## src/rtl/intt_butterfly_unit.sv

```systemverilog
// Pipelined Gentleman-Sande butterfly for the Kyber inverse NTT.
// a' = (a + b) mod q, b' = ((a - b) * w) mod q, optionally halved mod q; six-cycle latency.
module intt_butterfly_unit #(
  parameter int unsigned DATA_WIDTH = 12,
  parameter int unsigned MODULUS    = 3329,
  parameter int unsigned BARRETT_K  = 5039
) (
  input  logic                  clk,
  input  logic                  rst,
  input  logic                  enable,
  input  logic                  valid_in,
  input  logic [DATA_WIDTH-1:0] a_in,
  input  logic [DATA_WIDTH-1:0] b_in,
  input  logic [DATA_WIDTH-1:0] twiddle,
  input  logic                  scale_in,
  output logic [DATA_WIDTH-1:0] a_out,
  output logic [DATA_WIDTH-1:0] b_out,
  output logic                  valid_out,
  output logic                  busy
);

  localparam int unsigned DW = DATA_WIDTH;
  localparam int unsigned SW = DATA_WIDTH + 1;
  localparam int unsigned PW = 2 * DATA_WIDTH;
  localparam int unsigned BW = PW + 13;

  localparam logic [SW-1:0] Q_S = SW'(MODULUS);
  localparam logic [PW-1:0] Q_P = PW'(MODULUS);
  localparam logic [BW-1:0] K_B = BW'(BARRETT_K);

  // Multiply by 2^-1 mod q: odd values borrow one q before shifting.
  function automatic logic [DW-1:0] half_mod(input logic [DW-1:0] x);
    logic [SW-1:0] t;
    t = SW'(x) + (x[0] ? Q_S : SW'(0));
    return DW'(t >> 1);
  endfunction

  logic [DW-1:0] a1_q, b1_q, w1_q;
  logic          sc1_q, v1_q;
  logic [DW-1:0] s2_q, d2_q, w2_q;
  logic          sc2_q, v2_q;
  logic [PW-1:0] p3_q;
  logic [DW-1:0] s3_q;
  logic          sc3_q, v3_q;
  logic [SW-1:0] r4_q;
  logic [DW-1:0] s4_q;
  logic          sc4_q, v4_q;
  logic [DW-1:0] r5_q, s5_q;
  logic          sc5_q, v5_q;

  logic [DW-1:0] s2_d, d2_d, r5_d, a_out_d, b_out_d;
  logic [PW-1:0] p3_d;
  logic [SW-1:0] r4_d;

  logic [SW-1:0] sum_c, dif_c, r_one_c, r_two_c;
  logic [BW-1:0] bar_c;
  logic [PW-1:0] t_c, r_full_c;

  // S2 modular add/sub, S3 multiply, S4 Barrett estimate, S5 final correction, S6 halving.
  always_comb begin
    sum_c    = SW'(a1_q) + SW'(b1_q);
    s2_d     = (sum_c >= Q_S) ? DW'(sum_c - Q_S) : DW'(sum_c);
    dif_c    = SW'(a1_q) - SW'(b1_q) + ((a1_q < b1_q) ? Q_S : SW'(0));
    d2_d     = DW'(dif_c);

    p3_d     = PW'(d2_q) * PW'(w2_q);

    bar_c    = BW'(p3_q) * K_B;
    t_c      = PW'(bar_c >> PW);
    r_full_c = p3_q - t_c * Q_P;
    r4_d     = SW'(r_full_c);

    r_one_c  = (r4_q >= Q_S) ? r4_q - Q_S : r4_q;
    r_two_c  = (r_one_c >= Q_S) ? r_one_c - Q_S : r_one_c;
    r5_d     = DW'(r_two_c);

    a_out_d  = sc5_q ? half_mod(s5_q) : s5_q;
    b_out_d  = sc5_q ? half_mod(r5_q) : r5_q;
  end

  always_ff @(posedge clk) begin
    if (rst) begin
      a1_q <= '0; b1_q <= '0; w1_q <= '0; sc1_q <= 1'b0; v1_q <= 1'b0;
      s2_q <= '0; d2_q <= '0; w2_q <= '0; sc2_q <= 1'b0; v2_q <= 1'b0;
      p3_q <= '0; s3_q <= '0; sc3_q <= 1'b0; v3_q <= 1'b0;
      r4_q <= '0; s4_q <= '0; sc4_q <= 1'b0; v4_q <= 1'b0;
      r5_q <= '0; s5_q <= '0; sc5_q <= 1'b0; v5_q <= 1'b0;
      a_out <= '0; b_out <= '0; valid_out <= 1'b0;
    end else if (enable) begin
      a1_q <= a_in; b1_q <= b_in; w1_q <= twiddle; sc1_q <= scale_in; v1_q <= valid_in;
      s2_q <= s2_d; d2_q <= d2_d; w2_q <= w1_q; sc2_q <= sc1_q; v2_q <= v1_q;
      p3_q <= p3_d; s3_q <= s2_q; sc3_q <= sc2_q; v3_q <= v2_q;
      r4_q <= r4_d; s4_q <= s3_q; sc4_q <= sc3_q; v4_q <= v3_q;
      r5_q <= r5_d; s5_q <= s4_q; sc5_q <= sc4_q; v5_q <= v4_q;
      a_out <= a_out_d; b_out <= b_out_d; valid_out <= v5_q;
    end
  end

  assign busy = v1_q | v2_q | v3_q | v4_q | v5_q | valid_out;

endmodule

```

## config.mk

```make
export PLATFORM = sky130hd
export DESIGN_NAME = intt_butterfly_unit
export DESIGN_NICKNAME = d
export VERILOG_FILES = /design/src/rtl/intt_butterfly_unit.sv
export SDC_FILE = /design/constraint.sdc
export NUM_CORES = 1
export LEC_CHECK = 0
export ABC_AREA = 1
export CAP_MARGIN = 5
export CORE_AREA = 2 2 212 214
export CTS_CLUSTER_DIAMETER = 50
export CTS_CLUSTER_SIZE = 20
export DETAILED_ROUTE_END_ITERATION = 10
export DIE_AREA = 0 0 214 216
export MAX_ROUTING_LAYER = met4
export PLACE_DENSITY_LB_ADDON = 0.08
export SYNTH_ARGS = -nofsm -noshare
export SYNTH_HDL_FRONTEND = slang
export SYNTH_SLANG_ARGS = --single-unit
```

## constraint.sdc

```tcl
create_clock -name clk -period 10.4 [get_ports clk]
set_input_delay 2.6 -clock clk [delete_from_list [all_inputs] [get_ports clk]]
set_output_delay 2.6 -clock clk [all_outputs]
set_load 0.1 [all_outputs]
```

==> results of run 1 <==
[placed cells by master (no fill, tap or decap), drive strengths merged]
cell type        n
inv            574
nand2          492
nor2           311
ha             268
fa             239
o21ai          209
dfxtp          192
a21oi          180
nand3          101
clkdlybuf4s50   64
xor2            62
nand4           46
nor3            20
xnor2           18
clkbuf          17
o211ai          15
a21o            11
o21bai          10
clkinv           9
buf              8
o21a             5
a31oi            5
a21boi           5
or2              4
nor4             3
o31ai            3
and2             3
nand3b           2
o2111ai          1
nor3b            1
o221ai           1
o221a            1
clkinvlp         1
bufinv           1
[cells by family (layout without fill, tap and decap cells)]
logic type	after synthesis	count (layout)	share of synthesized area [%]
DFF	192	192	17.62
buffers and inverters	668	674	11.67
and+or+nand+nor	983	983	19.19
adders and majority gates	507	507	37.30
xor gates and xnor gates	80	80	3.246
AOI/OAI and AO/OA	446	446	10.97
[metal layers]
layer,share of wire [%],wire [µm],vias up
met1,48,24530,8411
met2,48,24480,242
li1,-,-,8977
met5,0,0,-
met4,0.91,463,0
met3,3.2,1614,34
[worst max-delay path, delay by kind of cell, from the launching register on]
family,cells,cell delay (ns)
flip-flops,1,0.55
adder cells (fa/ha/maj),11,4.62
AND/OR/NAND/NOR,13,1.55
XOR/XNOR,2,0.36
AO/OA/AOI/OAI,5,0.77
buffers and inverters,8,0.52
[state kept, by name, indices dropped and copies added, names as in the netlist, 12 cells and up]
signal	cells
s2_q	12
s5_q	12
b1_q	12
r5_q	12
d2_q	12
b_out	12
s3_q	12
w2_q	12
w1_q	12
p3_q	24
a1_q	12
r4_q	13
s4_q	12
a_out	12
[area by class of cell]
type | instances | area share, %
Clock buffer | 17 | 1.814
Clock inverter | 14 | 0.7202
Inverter | 571 | 9.175
Multi-Input combinational cell | 2016 | 65.77
Sequential cell | 192 | 16.39
Tap cell | 592 | 3.158
Timing Repair Buffer | 72 | 2.977
[through the flow]
stage	util [%]	instances	hold slack [ns]	worst slack, ns
4_1_cts	53.51	3474	0.4670	1.882
2_1_floorplan	-	2876	0.4457	2.838
3_5_place_dp	52.15	3443	0.4547	1.956
5_1_grt	53.51	3474	0.4837	1.211
6_report	53.51	3474	0.4666	1.868
3_3_place_gp	52.15	3443	0.4570	2.047
[worst paths after layout]
kind / to / slack [ns] / cells after the start
max reg2reg: r4_q[12] / 1.87 / 39
max: r4_q[12] / 1.87 / 39
min reg2reg: a_out[7] / 0.47 / 2
min: a_out[7] / 0.47 / 2
==> results.py, run 1 <==
metrics = {
    "timing": {
        "tightest_slew_ns": 1.073,
        "fmax_mhz": 117.2,
        "fin_skew_ns": 0.01374,
        "hold_viol": 0,
        "min_period_over_period_pct": 82.04,
        "rsz0062_at_grt": "no",
        "relSlewSlack_pct": 28.48,
        "period_minus_slack_ns": 8.532,
        "maxSlewViolCount": 0,
        "tns_ns": 0,
        "setup-violations-final": 0,
    },
    "clock_tree": {
        "cts_setup_buffers": 0,
        "cts_tree": "built",
        "hold_buffers": 0,
        "clock_latency_ns": 0.46,
        "cts_made_buffers": 17,
        "clk_pin_slew_worst_paths_ns": 0.08,
        "clock_path_buffers": 2,
        "clock_sinks": 192,
        "cts_root_buffer": "clkbuf_16",
        "htreeDepth": 4,
        "cts.repair.resized": 0,
    },
    "logic_synthesis": {
        "synth-seq-area-share_pct": 17.62,
        "synth_area_um2": 21810,
        "synth-warning-count": 0,
        "syn-num-nets": 3424,
        "ys.flop_type": "dfxtp_1",
        "synth_top_area_share_pct": 21.93,
        "syn_inst": 2876,
        "synth_edf_count": 0,
        "async_flop_share_pct": 0,
        "synth_commonest_cells": "inv_1, nand2_1, nor2_1, ha_1, fa_1",
        "syn_avg_cell_area_um2": 7.585,
        "synthTopCellsByArea": "fa_1, dfxtp_1, ha_1",
        "synth_most_common_cell": "inv_1",
        "yosysTopAreaCell": "fa_1",
        "synth-seq-cells": 192,
        "yosysUniqueCellTypes": 50,
    },
    "critical_path": {
        "worst_setup_path_start_kind": "register",
        "worstSetupPathType": "reg -> reg",
        "cp-startpoint": "p3_q[18]",
        "crit_slowest_cell": "dfxtp_1",
        "cpMostUsedCell": "nand2_1",
        "cp.required_ns": 10.71,
        "arrival_ns": 8.85,
        "critPathMaxFanout": 6,
        "crit_path_end_kind": "register",
        "r2r_start": "p3_q[18]",
        "slowest_delay_ns": 0.55,
    },
    "global_route": {
        "antenna_found_initial": 0,
        "grt_pass1_wl_um": 87200,
        "grt_overflow": 0,
        "met3_usage_pct": 3.326,
        "grt_max_degree": 152,
        "grt_usage_pct": 23.59,
        "gr-usage-met2_pct": 39.59,
        "top_usage_layer": "met2",
        "grtUsageMet1_pct": 30.80,
        "grt_pass1_vias": 17954,
    },
    "die": {
        "core-area_um2": 43840,
        "dieArea_um2": 46220,
        "initial_core_util_pct": 49.76,
        "io_pins": 67,
        "die_w_um": 214,
        "die_h_um": 216,
        "row_count": 77,
    },
    "route": {
        "via_per_inst": 5.085,
        "avgRoutedWirePerCell_um": 14.71,
        "routed_wirelength_um": 51090,
        "drc": 0,
        "firstDrtPassIters": 8,
        "ant_nets": 0,
        "num_vias": 17664,
        "first_iter_violations": 941,
    },
    "placed_design": {
        "port_buffers": 66,
        "placed_area_um2": 22860,
        "gp_congestion": 0.9133,
        "dp_hpwl_um": 40830,
    },
    "min_path": {
        "hold_class": "reg -> reg",
        "holdCritStartpoint": "a_out[7]",
    },
    "final_layout": {
        "design_area_um2": 23460,
        "antenna_cells": 0,
        "multi_input_area_um2": 15430,
        "area_growth_pct": 7.519,
        "fin_nets": 3418,
        "drive_gt1_share_pct": 3.539,
        "seq_area_um2": 3844,
        "fill_cells": 4279,
    },
    "run_status": {
        "status": "finished, final reports clean",
    },
    "run": {
        "maxCapViolCount": 0,
    },
}
Power of run 1 is not shown: default switching activity piles up to over one toggle a cycle in this logic, so the estimate is an artifact.
==> run 2, diff against run 1 <==
clock period = 7.11 ns   (was 10.4 ns; I/O delays follow)
==> run 2 against run 1 <==
Net effect:
- the flow now finishes with violations (setup timing)
- first-iteration DRC count is 11% lower
- non-clock buffer count is 151 higher
- via count is 3.2% higher
- largest cell class unchanged
- flip-flop and latch count stayed put
- fmax is 12% higher
- critical path depth is 2 lower
==> results.py, run 2 (same netlist as run 1, synthesis figures left out) <==
metrics = {
    "clock_tree": {
        "clock_sinks": 192,
        "cts_tree": "built",
        "clock_path_buffers": 2,
        "hold_buffers": 0,
        "cts_root_buffer": "clkbuf_16",
        "clk_pin_slew_worst_paths_ns": 0.07,
        "clock_latency_ns": 0.46,
        "htreeDepth": 4,
        "cts_made_buffers": 17,
    },
    "critical_path": {
        "arrival_ns": 8.00,
        "r2r_start": "p3_q[8]",
        "crit_path_end_kind": "register",
        "cp.required_ns": 7.51,
        "ff2ff_setup_slack_ns": -0.48,
        "r2r_cells": 37,
        "reg2reg_to": "r4_q[11]",
        "slowest_delay_ns": 0.60,
        "critPathMaxFanout": 5,
        "crit_slowest_cell": "fa_1",
        "worstSetupPathType": "reg -> reg",
        "worst_setup_path_start_kind": "register",
        "cpMostUsedCell": "fa_1",
    },
    "route": {
        "first_iter_violations": 838,
        "avgRoutedWirePerCell_um": 14.32,
        "firstDrtPassIters": 5,
        "via_per_inst": 5.026,
        "routed_wirelength_um": 51930,
        "drc": 0,
        "ant_nets": 0,
        "num_vias": 18224,
    },
    "final_layout": {
        "final_cells": 3626,
        "design_area_um2": 25220,
        "final_common_cell": "inv_1",
        "drive_gt1_share_pct": 12.10,
        "antenna_cells": 0,
        "largest_reg_flops": 24,
        "fin_nets": 3569,
        "largestRegisters": "p3_q (24), r4_q (13)",
        "area_growth_pct": 15.61,
        "top_register": "p3_q",
        "final_cell_mix": "inv_1, nand2_1, nor2_1, ha_1, fa_1",
    },
    "timing": {
        "period_minus_slack_ns": 7.591,
        "setup_ws_ns": -0.4810,
        "tns_ns": -2.635,
        "fin_skew_ns": 0.01280,
        "setup-violations-final": 9,
        "hold_viol": 0,
        "min_period_over_period_pct": 106.8,
        "maxSlewViolCount": 0,
        "rsz0062_at_grt": "yes",
        "tightest_slew_ns": 1.073,
        "fmax_mhz": 131.7,
        "relSlewSlack_pct": 28.46,
    },
    "min_path": {
        "hold_class": "reg -> reg",
        "min_path_cells": 2,
        "holdCritStartpoint": "b_out[11]",
        "hold_end": "b_out[11]",
    },
    "die": {
        "dieArea_um2": 46220,
        "core-area_um2": 43840,
        "initial_core_util_pct": 49.76,
        "io_pins": 67,
        "die_w_um": 214,
        "row_count": 77,
        "die_h_um": 216,
    },
    "placed_design": {
        "placed_area_um2": 24150,
        "port_buffers": 66,
        "gp_congestion": 0.9045,
        "dp_hpwl_um": 41920,
        "placed_cells": 3580,
        "pre_cts_slack_ns": -0.5595,
    },
    "run_status": {
        "violations": "setup timing",
        "status": "complete, but fails checks",
    },
    "global_route": {
        "grt_pass1_wl_um": 88410,
        "grt_max_degree": 157,
        "grt_overflow": 0,
        "antenna_found_initial": 0,
        "grt_usage_pct": 23.85,
        "grt_pass1_vias": 18436,
    },
    "run": {
        "maxCapViolCount": 0,
    },
}
run 2: what timing repair did:
action | CTS | global route
setup buffers | 8 | 10
pin swaps | 21 | 66
gates resized for setup | 41 | 42
setup endpoints to repair | 9 | 12
run 2: routing by layer:
layer	GRT usage [%]	routed length, µm	vias to the layer above
met5	-	0	-
met4	5.035	622	0
met3	2.495	1345	39
met2	40.12	25210	234
met1	31.21	24750	8674
li1	-	-	9277
run 2: critical path: cells and delay by family, from the launching register on:
family	cells	cell delay [ns]
xor gates and xnor gates	3	0.46
adders and majority gates	11	4.32
DFF	1	0.36
AOI/OAI and AO/OA	10	1.41
buffers and inverters	8	0.57
and+or+nand+nor	5	0.45
run 2: area by class of cell:
cell class	count	area, µm²
Clock buffer	17	425.4
Clock inverter	15	160.2
Fill cell	4118	18620
Inverter	571	2152
Multi-Input combinational cell	2016	16010
Sequential cell	192	3900
Tap cell	592	740.7
Timing Repair Buffer	223	1836
run 2: stage by stage:
stage / util (%) / hold slack, ns
after floorplan: - / 0.4457
after global routing: 57.53 / 0.4920
final: 57.53 / 0.4688
after CTS: 56.87 / 0.4708
after detailed placement: 55.08 / 0.4584
after global placement: 55.08 / 0.4542
run 2: worst max-delay path by stage:
stage,end,cells after the start,startpoint,slack [ns]
after global routing,r4_q[11],37,p3_q[7],-0.93
after CTS,r4_q[12],39,p3_q[21],-0.47
final,r4_q[11],37,p3_q[8],-0.48
after global placement,r4_q[12],37,p3_q[19],-0.55
after detailed placement,r4_q[12],37,p3_q[19],-0.56
after floorplan,r4_q[12],37,p3_q[19],-0.02
Power of run 2 is left out for the same reason.
